### config.mk
export PLATFORM = sky130hd
export DESIGN_NAME = vga_timing_gen_flat
export DESIGN_NICKNAME = d
export VERILOG_FILES = /design/src/rtl/vga_timing_gen_pkg.sv /design/src/rtl/vga_timing_gen_if.sv /design/src/rtl/vga_timing_gen_phase.sv /design/src/rtl/vga_timing_gen.sv /design/src/flat_wrapper.sv
export SDC_FILE = /design/constraint.sdc
export NUM_CORES = 1
export LEC_CHECK = 0
export BUFFER_PORTS_ARGS = -buffer_cell sky130_fd_sc_hd__buf_2
export CORE_MARGIN = 2
export CORE_UTILIZATION = 45
export DETAILED_ROUTE_END_ITERATION = 6
export SYNTH_ARGS = -nofsm -noshare
export SYNTH_HDL_FRONTEND = slang
export SYNTH_HIERARCHICAL = 1
export SYNTH_SLANG_ARGS = --single-unit
### constraint.sdc
create_clock -name clk_25 -period 5.1 [get_ports clk_25]
set_input_delay 1.02 -clock clk_25 [delete_from_list [all_inputs] [get_ports clk_25]]
set_output_delay 1.02 -clock clk_25 [all_outputs]
set_load 0.01 [all_outputs]
### src/rtl/vga_timing_gen_pkg.sv
// VGA raster timing constants and phase type.
// Shared by the phase counters, the interface and the top.
package vga_timing_pkg;

   localparam int CNT_W = 10;

   localparam int H_ACTIVE = 640;
   localparam int H_FP     = 16;
   localparam int H_SYNC   = 96;
   localparam int H_BP     = 48;
   localparam int H_TOTAL  = H_ACTIVE + H_FP + H_SYNC + H_BP;

   localparam int V_ACTIVE = 480;
   localparam int V_FP     = 10;
   localparam int V_SYNC   = 2;
   localparam int V_BP     = 33;
   localparam int V_TOTAL  = V_ACTIVE + V_FP + V_SYNC + V_BP;

   localparam bit SYNC_POL = 1'b0;

   typedef enum logic [1:0] {
      ACTIVE,
      FRONT,
      SYNC,
      BACK
   } phase_t;

endpackage

### src/rtl/vga_timing_gen_if.sv
// Raster output bundle: sync, blanking, coordinates, strobes.
// master = timing source, slave = frame-buffer reader / DAC side.
interface vga_timing_if;
   import vga_timing_pkg::*;

   logic             h_sync;
   logic             v_sync;
   logic             bright;
   logic [CNT_W-1:0] pixel_x;
   logic [CNT_W-1:0] pixel_y;
   logic             line_start;
   logic             frame_start;

   modport master (
      output h_sync, v_sync, bright,
      output pixel_x, pixel_y,
      output line_start, frame_start
   );

   modport slave (
      input h_sync, v_sync, bright,
      input pixel_x, pixel_y,
      input line_start, frame_start
   );

endinterface

### src/rtl/vga_timing_gen_phase.sv
// One raster axis: counter plus ACTIVE/FRONT/SYNC/BACK phase FSM.
// Ports: clk_25, reset_n, step (advance), wrap_en, count, phase, tc.
module vga_phase_counter
   import vga_timing_pkg::*;
#(
   parameter int ACT_LEN  = 640,
   parameter int FP_LEN   = 16,
   parameter int SYNC_LEN = 96,
   parameter int BP_LEN   = 48
) (
   input  logic             clk_25,
   input  logic             reset_n,
   input  logic             step,
   input  logic             wrap_en,
   output logic [CNT_W-1:0] count,
   output phase_t           phase,
   output logic             tc
);

   localparam int L_ACT  = ACT_LEN;
   localparam int L_FP   = L_ACT + FP_LEN;
   localparam int L_SYNC = L_FP + SYNC_LEN;
   localparam int L_ALL  = L_SYNC + BP_LEN;

   localparam logic [CNT_W-1:0] END_ACT  = CNT_W'(L_ACT - 1);
   localparam logic [CNT_W-1:0] END_FP   = CNT_W'(L_FP - 1);
   localparam logic [CNT_W-1:0] END_SYNC = CNT_W'(L_SYNC - 1);
   localparam logic [CNT_W-1:0] END_ALL  = CNT_W'(L_ALL - 1);

   assign tc = (count == END_ALL);

   // Phase register always names the phase of the current count;
   // it changes on the same step that crosses a phase boundary.
   always_ff @(posedge clk_25 or negedge reset_n) begin
      if (!reset_n) begin
         count <= '0;
         phase <= ACTIVE;
      end else if (step) begin
         unique case (1'b1)
            tc: begin
               if (wrap_en) begin
                  count <= '0;
                  phase <= ACTIVE;
               end
            end
            (count == END_ACT): begin
               count <= count + 1'b1;
               phase <= FRONT;
            end
            (count == END_FP): begin
               count <= count + 1'b1;
               phase <= SYNC;
            end
            (count == END_SYNC): begin
               count <= count + 1'b1;
               phase <= BACK;
            end
            default: count <= count + 1'b1;
         endcase
      end
   end

endmodule

### src/rtl/vga_timing_gen.sv
// VGA raster timing source (640x480@60 Hz at 25 MHz by default).
// Ports: clk_25, reset_n, enable; vga (master) carries all outputs.
module vga_timing_gen
   import vga_timing_pkg::*;
#(
   parameter int H_ACTIVE = vga_timing_pkg::H_ACTIVE,
   parameter int H_FP     = vga_timing_pkg::H_FP,
   parameter int H_SYNC   = vga_timing_pkg::H_SYNC,
   parameter int H_BP     = vga_timing_pkg::H_BP,
   parameter int V_ACTIVE = vga_timing_pkg::V_ACTIVE,
   parameter int V_FP     = vga_timing_pkg::V_FP,
   parameter int V_SYNC   = vga_timing_pkg::V_SYNC,
   parameter int V_BP     = vga_timing_pkg::V_BP,
   parameter bit SYNC_POL = vga_timing_pkg::SYNC_POL
) (
   input  logic         clk_25,
   input  logic         reset_n,
   input  logic         enable,
   vga_timing_if.master vga
);

   logic [CNT_W-1:0] h_cnt;
   logic [CNT_W-1:0] v_cnt;
   phase_t           h_phase;
   phase_t           v_phase;
   logic             h_tc;
   logic             v_tc;
   logic             v_step;
   logic             origin;

   assign v_step = enable & h_tc;

   vga_phase_counter #(
      .ACT_LEN  (H_ACTIVE),
      .FP_LEN   (H_FP),
      .SYNC_LEN (H_SYNC),
      .BP_LEN   (H_BP)
   ) u_h (
      .clk_25  (clk_25),
      .reset_n (reset_n),
      .step    (enable),
      .wrap_en (1'b1),
      .count   (h_cnt),
      .phase   (h_phase),
      .tc      (h_tc)
   );

   vga_phase_counter #(
      .ACT_LEN  (V_ACTIVE),
      .FP_LEN   (V_FP),
      .SYNC_LEN (V_SYNC),
      .BP_LEN   (V_BP)
   ) u_v (
      .clk_25  (clk_25),
      .reset_n (reset_n),
      .step    (v_step),
      .wrap_en (1'b1),
      .count   (v_cnt),
      .phase   (v_phase),
      .tc      (v_tc)
   );

   // origin tracks "counters sit at (0,0)"; it is set by the
   // joint terminal count so no wide compare is needed.
   always_ff @(posedge clk_25 or negedge reset_n) begin
      if (!reset_n) begin
         origin <= 1'b1;
      end else if (enable) begin
         origin <= h_tc & v_tc;
      end
   end

   // Outputs describe the position held by the counters one
   // clock earlier; a frozen raster keeps levels, drops strobes.
   always_ff @(posedge clk_25 or negedge reset_n) begin
      if (!reset_n) begin
         vga.h_sync      <= ~SYNC_POL;
         vga.v_sync      <= ~SYNC_POL;
         vga.bright      <= 1'b0;
         vga.pixel_x     <= '0;
         vga.pixel_y     <= '0;
         vga.line_start  <= 1'b0;
         vga.frame_start <= 1'b0;
      end else if (enable) begin
         vga.h_sync      <= (h_phase == SYNC) ? SYNC_POL : ~SYNC_POL;
         vga.v_sync      <= (v_phase == SYNC) ? SYNC_POL : ~SYNC_POL;
         vga.bright      <= (h_phase == ACTIVE) && (v_phase == ACTIVE);
         vga.pixel_x     <= h_cnt;
         vga.pixel_y     <= v_cnt;
         vga.line_start  <= (h_cnt == '0);
         vga.frame_start <= origin;
      end else begin
         vga.line_start  <= 1'b0;
         vga.frame_start <= 1'b0;
      end
   end

endmodule

### src/flat_wrapper.sv
// flat-port wrapper written by rule: the top's interface ports become plain ports
module vga_timing_gen_flat import vga_timing_pkg::*;
#(
   parameter int H_ACTIVE = vga_timing_pkg::H_ACTIVE,
   parameter int H_FP     = vga_timing_pkg::H_FP,
   parameter int H_SYNC   = vga_timing_pkg::H_SYNC,
   parameter int H_BP     = vga_timing_pkg::H_BP,
   parameter int V_ACTIVE = vga_timing_pkg::V_ACTIVE,
   parameter int V_FP     = vga_timing_pkg::V_FP,
   parameter int V_SYNC   = vga_timing_pkg::V_SYNC,
   parameter int V_BP     = vga_timing_pkg::V_BP,
   parameter bit SYNC_POL = vga_timing_pkg::SYNC_POL
)
  (clk_25, reset_n, enable, vga_h_sync, vga_v_sync, vga_bright, vga_pixel_x, vga_pixel_y, vga_line_start, vga_frame_start);
  vga_timing_if vga_i ();
  input  logic clk_25;
  input  logic reset_n;
  input  logic enable;
  output wire logic [$bits(vga_i.h_sync)-1:0] vga_h_sync;
  output wire logic [$bits(vga_i.v_sync)-1:0] vga_v_sync;
  output wire logic [$bits(vga_i.bright)-1:0] vga_bright;
  output wire logic [$bits(vga_i.pixel_x)-1:0] vga_pixel_x;
  output wire logic [$bits(vga_i.pixel_y)-1:0] vga_pixel_y;
  output wire logic [$bits(vga_i.line_start)-1:0] vga_line_start;
  output wire logic [$bits(vga_i.frame_start)-1:0] vga_frame_start;
  assign vga_h_sync = vga_i.h_sync;
  assign vga_v_sync = vga_i.v_sync;
  assign vga_bright = vga_i.bright;
  assign vga_pixel_x = vga_i.pixel_x;
  assign vga_pixel_y = vga_i.pixel_y;
  assign vga_line_start = vga_i.line_start;
  assign vga_frame_start = vga_i.frame_start;
  vga_timing_gen #(.H_ACTIVE(H_ACTIVE), .H_FP(H_FP), .H_SYNC(H_SYNC), .H_BP(H_BP), .V_ACTIVE(V_ACTIVE), .V_FP(V_FP), .V_SYNC(V_SYNC), .V_BP(V_BP), .SYNC_POL(SYNC_POL)) u_core (.clk_25(clk_25), .reset_n(reset_n), .enable(enable), .vga(vga_i));
endmodule
# After elaboration in Yosys (flattened, before gate mapping)

Cells that the tools add are included.

Register bits: 50
Bits of input ports: 3
Output and inout port bits: 25

$add $sub $neg: 2
Eq/ne operators: 10
Multiplexer cells: 8
Bitwise logic cells: 2
Reduce and logical (&&, ||, !) cells: 8

Operators with widths:

| cell                                            | number |
|---|---|
| == test 10 bit (second input constant)          | 5 |
| == test 10 x 9 -> 1 bit (second input constant) | 3 |
| adder 10 x 1 -> 10 bit (second input constant)  | 2 |
| two-way mux 10 bit                              | 2 |
| one-hot mux 2 bit (4 select lines)              | 2 |
| logical NOT 10 bit                              | 1 |
| nonzero test 4 bit                              | 2 |
| == test 2 bit (second input constant)           | 2 |
| logical NOT 2 bit                               | 2 |
| two-way mux 1 bit                               | 4 |
| AND reduction 2 bit                             | 2 |
| AND 1 bit                                       | 2 |
| logical AND 1 bit                               | 1 |

# Logic depth before layout (Yosys ltp)

Gate-level depths: netlist of run 1.

Depth after elaboration: 3
Depth in mapped cells: 10

# By module

The synthesis of run 1 kept the hierarchy.

Modules (own cells, without submodules):

| module                          | instances | cells each | area an instance (µm²) |
|---|---|---|---|
| vga_timing_gen                  | 1         | 65         | 1029.7 |
| vga_phase_counter at u_core.u_v | 1         | 80         | 774.5 |
| vga_phase_counter at u_core.u_h | 1         | 73         | 755.7 |

# Worst setup path after synthesis of run 1

Ideal clock, no wire load.

Path type: flip-flop to flip-flop
From: register u_core.u_h.count[0]
To: register u_core.u_v.phase[1]
Setup time: 118 ps
Data arrival time: 2273 ps
Required time: 4982 ps
Path slack: 2709 ps
Stages on the path, launching flop included: 10
Path buffers: 0
Period minus slack after synthesis: 2391 ps
Cells stage by stage: dfrtp_1 ha_1 nand3_1 or3_4 inv_1 and2_1 inv_2 a31o_2 a211o_1 a21o_1

Longest elaborated chain between the ends: 3

Ends and longest elaborated chain:

| element                              | RTL line                   | text |
|---|---|---|
| from (decl)                          | vga_timing_gen_phase.sv:15 | `output logic [CNT_W-1:0] count,` |
| from (signal assigned)               | vga_timing_gen_phase.sv:47 | `count <= count + 1'b1;` |
| from (signal assigned)               | vga_timing_gen_phase.sv:51 | `count <= count + 1'b1;` |
| from (signal assigned)               | vga_timing_gen_phase.sv:55 | `count <= count + 1'b1;` |
| == test 10 bit                       | vga_timing_gen_phase.sv:30 | `assign tc = (count == END_ALL);` |
| via u_core.h_tc                      | vga_timing_gen.sv:26       | `logic h_tc;` |
| AND 1 bit                            | vga_timing_gen.sv:31       | `assign v_step = enable & h_tc;` |
| via u_core.v_step                    | vga_timing_gen.sv:28       | `logic v_step;` |
| AND reduction 2 bit (no source line) | n/a                        |  |
| to (signal assigned)                 | vga_timing_gen_phase.sv:37 | `phase <= ACTIVE;` |
| to (signal assigned)                 | vga_timing_gen_phase.sv:43 | `phase <= ACTIVE;` |
| to (signal assigned)                 | vga_timing_gen_phase.sv:48 | `phase <= FRONT;` |
| to (decl)                            | vga_timing_gen_phase.sv:16 | `output phase_t phase,` |

The timed path passes the listed nets, and every way through them passes these cells.
A chain may end at the register's enable or synchronous reset.

# Worst setup path after layout of run 1

From: register u_core.u_h.count[0]
To: register u_core.u_v.count[9]

Longest elaborated chain between the ends: 2

Ends and longest elaborated chain:

| element              | RTL line |
|---|---|
| == test 10 bit       | vga_timing_gen_phase.sv:30 |
| via u_core.h_tc      | vga_timing_gen.sv:26 |
| AND 1 bit            | vga_timing_gen.sv:31 |
| via u_core.v_step    | vga_timing_gen.sv:28 |
| to (signal assigned) | vga_timing_gen_phase.sv:47 |
| to (signal assigned) | vga_timing_gen_phase.sv:51 |
| to (signal assigned) | vga_timing_gen_phase.sv:55 |
| to (decl)            | vga_timing_gen_phase.sv:15 |

The timed path passes the listed nets, and every way through them passes these cells.

==> results of run 1 <==
## state kept, by name, indices dropped and copies added, names as in the netlist
signal / cells
u_core/u_h/count: 10
u_core/u_v/count: 10
u_core/vga.pixel_x: 10
u_core/vga.pixel_y: 10
u_core/u_h/phase: 2
u_core/u_v/phase: 2
u_core/origin: 1
u_core/vga.bright: 1
u_core/vga.frame_start: 1
u_core/vga.h_sync: 1
u_core/vga.line_start: 1
u_core/vga.v_sync: 1
## worst min path at each step
| stage | startpoint | to | slack (ns) | cells past startpoint |
|---|---|---|---|---|
| after global placement | u_core/u_v/phase[1] | u_core/vga.v_sync | 0.48 | 1 |
| after CTS | u_core/vga.v_sync | u_core/vga.v_sync | 0.50 | 2 |
| after floorplan | u_core/u_v/phase[1] | u_core/vga.v_sync | 0.42 | 1 |
| after detailed placement | u_core/u_v/phase[1] | u_core/vga.v_sync | 0.48 | 1 |
| after global routing | u_core/vga.pixel_y[9] | u_core/vga.pixel_y[9] | 0.52 | 1 |
| final | u_core/vga.v_sync | u_core/vga.v_sync | 0.50 | 2 |
## report_power, final
part | switching [uW] | internal, uW
Combinational | 79.1 | 71.2
Sequential | 69.5 | 444
Clock | 130 | 160
## critical path, cell delays in order, from the launching register on
cell and delay (ns):
dfrtp_1 0.51, ha_1 0.28, nand3_1 0.27, or3_4 0.44, inv_1 0.07, and2_1 0.32, and3_1 0.20, nand4_1 0.16
nor3_1 0.27, mux2i_1 0.20
## Yosys cell counts (all sizes together), types with 4 or more instances
| cell type | count | area share |
|---|---|---|
| nand2 | 15 | 0.022 |
| nor2 | 12 | 0.018 |
| nand4 | 8 | 0.022 |
| nor3 | 4 | 0.0078 |
| mux2 | 23 | 0.11 |
| inv | 10 | 0.015 |
| buf | 10 | 0.036 |
| dfrtp | 47 | 0.46 |
| ha | 5 | 0.024 |
| nor4 | 5 | 0.015 |
| nand3 | 8 | 0.016 |
| xor2 | 7 | 0.024 |
## metal layers
layer / up-vias / wire length (microns)
met5: - / 0
met4: 0 / 69
met3: 6 / 161
met2: 34 / 2020
met1: 844 / 2600
li1: 845 / -
## layout make-up
| type | count | area [sq um] |
|---|---|---|
| Fill cell | 505 | 2670 |
| Sequential cell | 50 | 1250 |
| Multi-Input combinational cell | 153 | 1190 |
| Timing Repair Buffer | 28 | 143 |
| Tap cell | 72 | 90.1 |
| Clock buffer | 7 | 86.3 |
| Inverter | 10 | 37.5 |
| Clock inverter | 1 | 30.0 |
## logic make-up after synthesis
logic type	after synthesis	synth area share
other cells	1	0.00146
simple gates	75	0.179
xor+xnor	10	0.0342
mux	26	0.119
compound gates	30	0.0997
fa+ha+maj	5	0.0244
flops	50	0.490
buf+inv	21	0.0518
## through the flow
stage	utilization	std cells	setup WS, ns
3_5_place_dp	0.494	313	2.12
6_report	0.515	321	2.29
4_1_cts	0.515	321	2.33
3_3_place_gp	0.494	313	2.15
5_1_grt	0.515	321	2.12
2_1_floorplan	-	224	2.71
## cells in the final DEF, fill, tap and decap left out, drive strengths merged, types with 2 or more instances in the layout
cell type  netlist  routed
nor4bb           2       2
nand4            8       8
ha               5       5
dfrtp           47      47
nand3            8       8
nand3b           2       2
o31ai            3       3
o21ai            3       3
mux2i            3       3
dfstp            3       3
a31oi            3       3
a31o             2       2
and3             3       3
nor2b            2       2
inv             10      10
mux2            23      23
clkbuf           1       7
and4             3       3
nor4b            2       2
and2             3       3
nor4             5       5
buf             10      28
nor3             4       4
nand2           15      15
a21o             2       2
a2111oi          2       2
o211ai           2       2
a32o             2       2
xor2             7       7
conb             1       7
nor2            12      12
a21oi            3       3
xnor2            3       3
==> reports/qor.txt, run 1 <==
Die height = 79.4 microns
N_diodes = 0
Largest net degree at the start of global routing = 51
CTS root buf = clkbuf_8
Post-Syn Area per Cell = 11.7 sq um
Worst reg2reg endpoint = u_core/u_v/count[9]
Max Cap Viol = 0
Vias per cell = 5.39
Placed cell areas = 0.00272 sq mm
Critical Path Sink = u_core/u_v/count[9]
Mapped Area = 0.00256 sq mm
First-pass GRT wire length = 8130 microns
Min-Delay Path Class = reg2reg
GR peak layer = met1
CTS tree = done
Final Power = 954 uW
Cell area after layout = 0.00284 sq mm
Worst slew pin tran = 0.801 ns
Netlist cell types = 57
Drt total wl = 4860 microns
DRT iter0 DRCs = 106
Die W = 79.4 microns
# IOs = 28
Ys async rst share = 1.00
Endpoints failing hold = 0
PortBufs = 27
Slew Viols, Final = 0
Type of the worst setup path = reg2reg
P per Cell Area = 336 mW/mm^2
Critical Path AT = 3.04 ns
Worst r2r src = u_core/u_h/count[0]
Tmin final = 2.81 ns
R2R depth = 9
First-pass DRT Iterations = 4
Initial Util = 0.465
Worst-path clk slew = 0.09 ns
FF+latch count, synth = 50
Row Count = 27
WP data required = 5.33 ns
Share of layout cells above drive strength 1 = 0.289
Post-synth top flop = dfrtp_1
Clk sinks = 50
Setup crit start = u_core/u_h/count[0]
P_leak = 0.00139 uW
Initial antenna violation count = 0
DR WL/cell = 15.1 microns
Critical Path Start Type = flip-flop
PostCTS Resize Cnt = 0
Grt total ovfl = 0
Dpl hpwl = 3160 microns
Period utilisation layout = 0.550
Final setup viols = 0
Residual DRC = 0
Number of enable flip-flop cells after synthesis = 0
Met3 usage = 0.0339
Synth-to-Final Area Change = 10.8%
Hold WS = 0.495 ns
Seq/Total Area, Yosys = 0.490
RSZ-0062 raised after global routing = false
Met1 GRT Util = 0.251
Status = complete, no violations
DR vias = 1729
CTS hold repair buffers = 0
CORE AREA = 0.00551 sq mm
Die area = 0.00631 sq mm
Worst reg-to-reg setup slack = 2.29 ns
Syn Inst Count = 218
DRT antenna net count = 0
Max-slew headroom = 0.466
VDD IR max = 0.000216 V
Htree depth = 2
Nets = 256
Crit. End Element = flip-flop
GPL Wtd Cong = 0.852
Worst-path fanout max = 9
Worst skew pair latency = 0.30 ns
Fmax = 356 MHz
Overall routing resource usage = 0.166
Ys Warns = 6
Clock Path Buffers = 2
Vias in the first global route = 1631
Max Clock Skew = 0.00805 ns
Global Route met2 Usage = 0.233
CTS buffer count = 5
Total negative slack = 0 ns
Setup repair bufs after CTS = 0
(Power assumes the default switching activity.)
==> run 2: changes to the inputs <==
- PLACE_DENSITY: unset -> 0.66
- clock period: 5.1 -> 2.56 ns (I/O delays scaled with it)
==> run 2 against run 1 <==
Non-clock buffer count rose by 13; first-iteration DRC count shrank 28%; clock-buffer cell count did not move; critical path depth fell by 1; die area did not move; clock power is 53% higher; maximum frequency up 21%; register-to-register slack worse by 2.0 ns; combinational power rose to 3.0 times the previous value; power is 93% higher; via count is 6.0% higher; utilization is 1.4 points higher; critical path type unchanged; largest cell class unchanged; largest power group unchanged.
==> reports/qor.txt, run 2 (synthesized netlist as in run 1, its figures left out) <==
Status = complete, no violations
P_leak = 0.00143 uW (+3.5%)
DRT antenna net count = 0 (unchanged)
Max-slew headroom = 0.597 (+0.130)
Worst r2r src = u_core/u_h/count[6]
DRT iter0 DRCs = 76 (-28%)
Worst slew pin tran = 0.605 ns (-0.196 ns)
Worst skew pair latency = 0.30 ns (about the same)
PostCTS Resize Cnt = 0 (unchanged)
Period utilisation layout = 0.903 (+0.353)
Leading cell type in the layout, fill and taps excluded = dfrtp_1
Min-Delay Path Class = in2async
Setup crit start = u_core/u_h/count[6]
First-pass DRT Iterations = 4 (unchanged)
Max Clock Skew = 0.00869 ns (+0.000641 ns)
Vias in the first global route = 1730 (+6.1%)
Final setup viols = 0 (unchanged)
Worst reg-to-reg setup slack = 0.25 ns (-2.05 ns)
Crit. End Element = flip-flop
DR WL/cell = 14.6 microns (-3.2%)
Largest net degree at the start of global routing = 27 (-47%)
Max Cap Viol = 0 (unchanged)
Slew Viols, Final = 0 (unchanged)
CTS hold repair buffers = 0 (unchanged)
RSZ-0062 raised after global routing = false
P per Cell Area = 632 mW/mm^2 (+88%)
CTS tree = done
Worst-path clk slew = 0.09 ns (about the same)
Worst-path fanout max = 8 (-1)
CTS root buf = clkbuf_8
Row Count = 27 (unchanged)
Initial antenna violation count = 0 (unchanged)
R2R depth = 8 (-1)
Commonest non-fill, non-tap cells in the layout = dfrtp_1 (47), buf_2 (27), mux2_2 (19)
Grt total ovfl = 0 (unchanged)
VDD IR max = 0.000494 V (+130%)
Synth-to-Final Area Change = 13.8%
Residual DRC = 0 (unchanged)
Overall routing resource usage = 0.166 (-0.000202)
N_diodes = 0 (unchanged)
Fmax = 432 MHz (+21%)
CTS buffer count = 5 (unchanged)
DR vias = 1833 (+6.0%)
Die area = 0.00631 sq mm (unchanged)
Clk sinks = 50 (unchanged)
Critical Path Start Type = flip-flop
Die W = 79.4 microns (unchanged)
Tmin final = 2.31 ns (-0.493 ns)
Worst reg2reg endpoint = u_core/u_v/phase[1]
GPL Wtd Cong = 0.887 (+4.2%)
Drt total wl = 4890 microns (+0.74%)
Share of layout cells above drive strength 1 = 0.321 (+0.0315)
Clock Path Buffers = 2 (unchanged)
Type of the worst setup path = reg2reg
Endpoints failing hold = 0 (unchanged)
Htree depth = 2 (unchanged)
Die height = 79.4 microns (unchanged)
WP data required = 2.76 ns (-2.57 ns)
Setup repair bufs after CTS = 0 (unchanged)
Critical Path Sink = u_core/u_v/phase[1]
Initial Util = 0.465 (unchanged)
Final Power = 1840 uW (+93%)
First-pass GRT wire length = 8340 microns (+2.6%)
Total negative slack = 0 ns (unchanged)
Nets = 269 (+5.1%)
Vias per cell = 5.49 (+1.9%)
PortBufs = 27 (unchanged)
Dpl hpwl = 3430 microns (+8.5%)
# IOs = 28 (unchanged)
Critical Path AT = 2.51 ns (-0.53 ns)
CORE AREA = 0.00551 sq mm (unchanged)
[run 2: changes by cell type in the layout (fill, tap and decap cells not counted)]
cell        delta
buf_4         +12
buf_12         +1
bufinv_16      -1
clkbuf_1       +1
clkbuf_8       -1
clkinvlp_4     +1
[run 2: metrics by stage]
stage	setup slack, ns	instances	cell area, sq um	utilization	hold slack [ns]
after floorplan	0.169	224	2580	-	0.216
after global placement	0.315	326	2830	0.514	0.461
after detailed placement	0.276	326	2830	0.514	0.471
after CTS	0.260	334	2910	0.529	0.226
after global routing	0.114	334	2910	0.529	0.260
final	0.247	334	2910	0.529	0.217
[run 2: power by group]
part / internal, uW / switching (uW)
logic: 197 / 256
clock network: 194 / 251
registers: 886 / 56.9
total: 1280 / 564
[run 2: worst min path at each step]
stage | to | depth (start not counted) | startpoint | slack [ns]
6_report | u_core/vga.pixel_x[0] | 1 | reset_n | 0.22
5_1_grt | u_core/u_v/count[8] | 1 | reset_n | 0.26
4_1_cts | u_core/u_v/count[7] | 1 | reset_n | 0.23
3_5_place_dp | u_core/vga.v_sync | 1 | u_core/u_v/phase[1] | 0.47
3_3_place_gp | u_core/vga.v_sync | 1 | u_core/u_v/phase[1] | 0.46
2_1_floorplan | u_core/u_h/count[0] | 0 | reset_n | 0.22
[run 2: layout make-up]
class / count / area, sq um
clock buffers: 7 / 76.3
repair buffers: 41 / 253
well taps: 72 / 90.1
multi-input cells: 153 / 1190
inverters: 10 / 37.5
fillers: 514 / 2590
flip-flops and latches: 50 / 1250
clock inverters: 1 / 7.51
[run 2: metal layers]
metal / global-route usage / vias to the layer above / part of all wire
li1: - / 868 / -
met1: 0.247 / 910 / 0.50
met2: 0.239 / 50 / 0.45
met3: 0.0328 / 5 / 0.045
met4: 0.0586 / 0 / 0.012
met5: 0 / - / 0
[run 2: critical path, cell delays in order, from the launching register on]
cell and delay [ns]:
dfrtp_1 0.39, or2_1 0.33, or3_4 0.44, inv_1 0.05
and2_1 0.22, inv_2 0.06, a31o_2 0.27, a211o_1 0.29
a21o_1 0.17
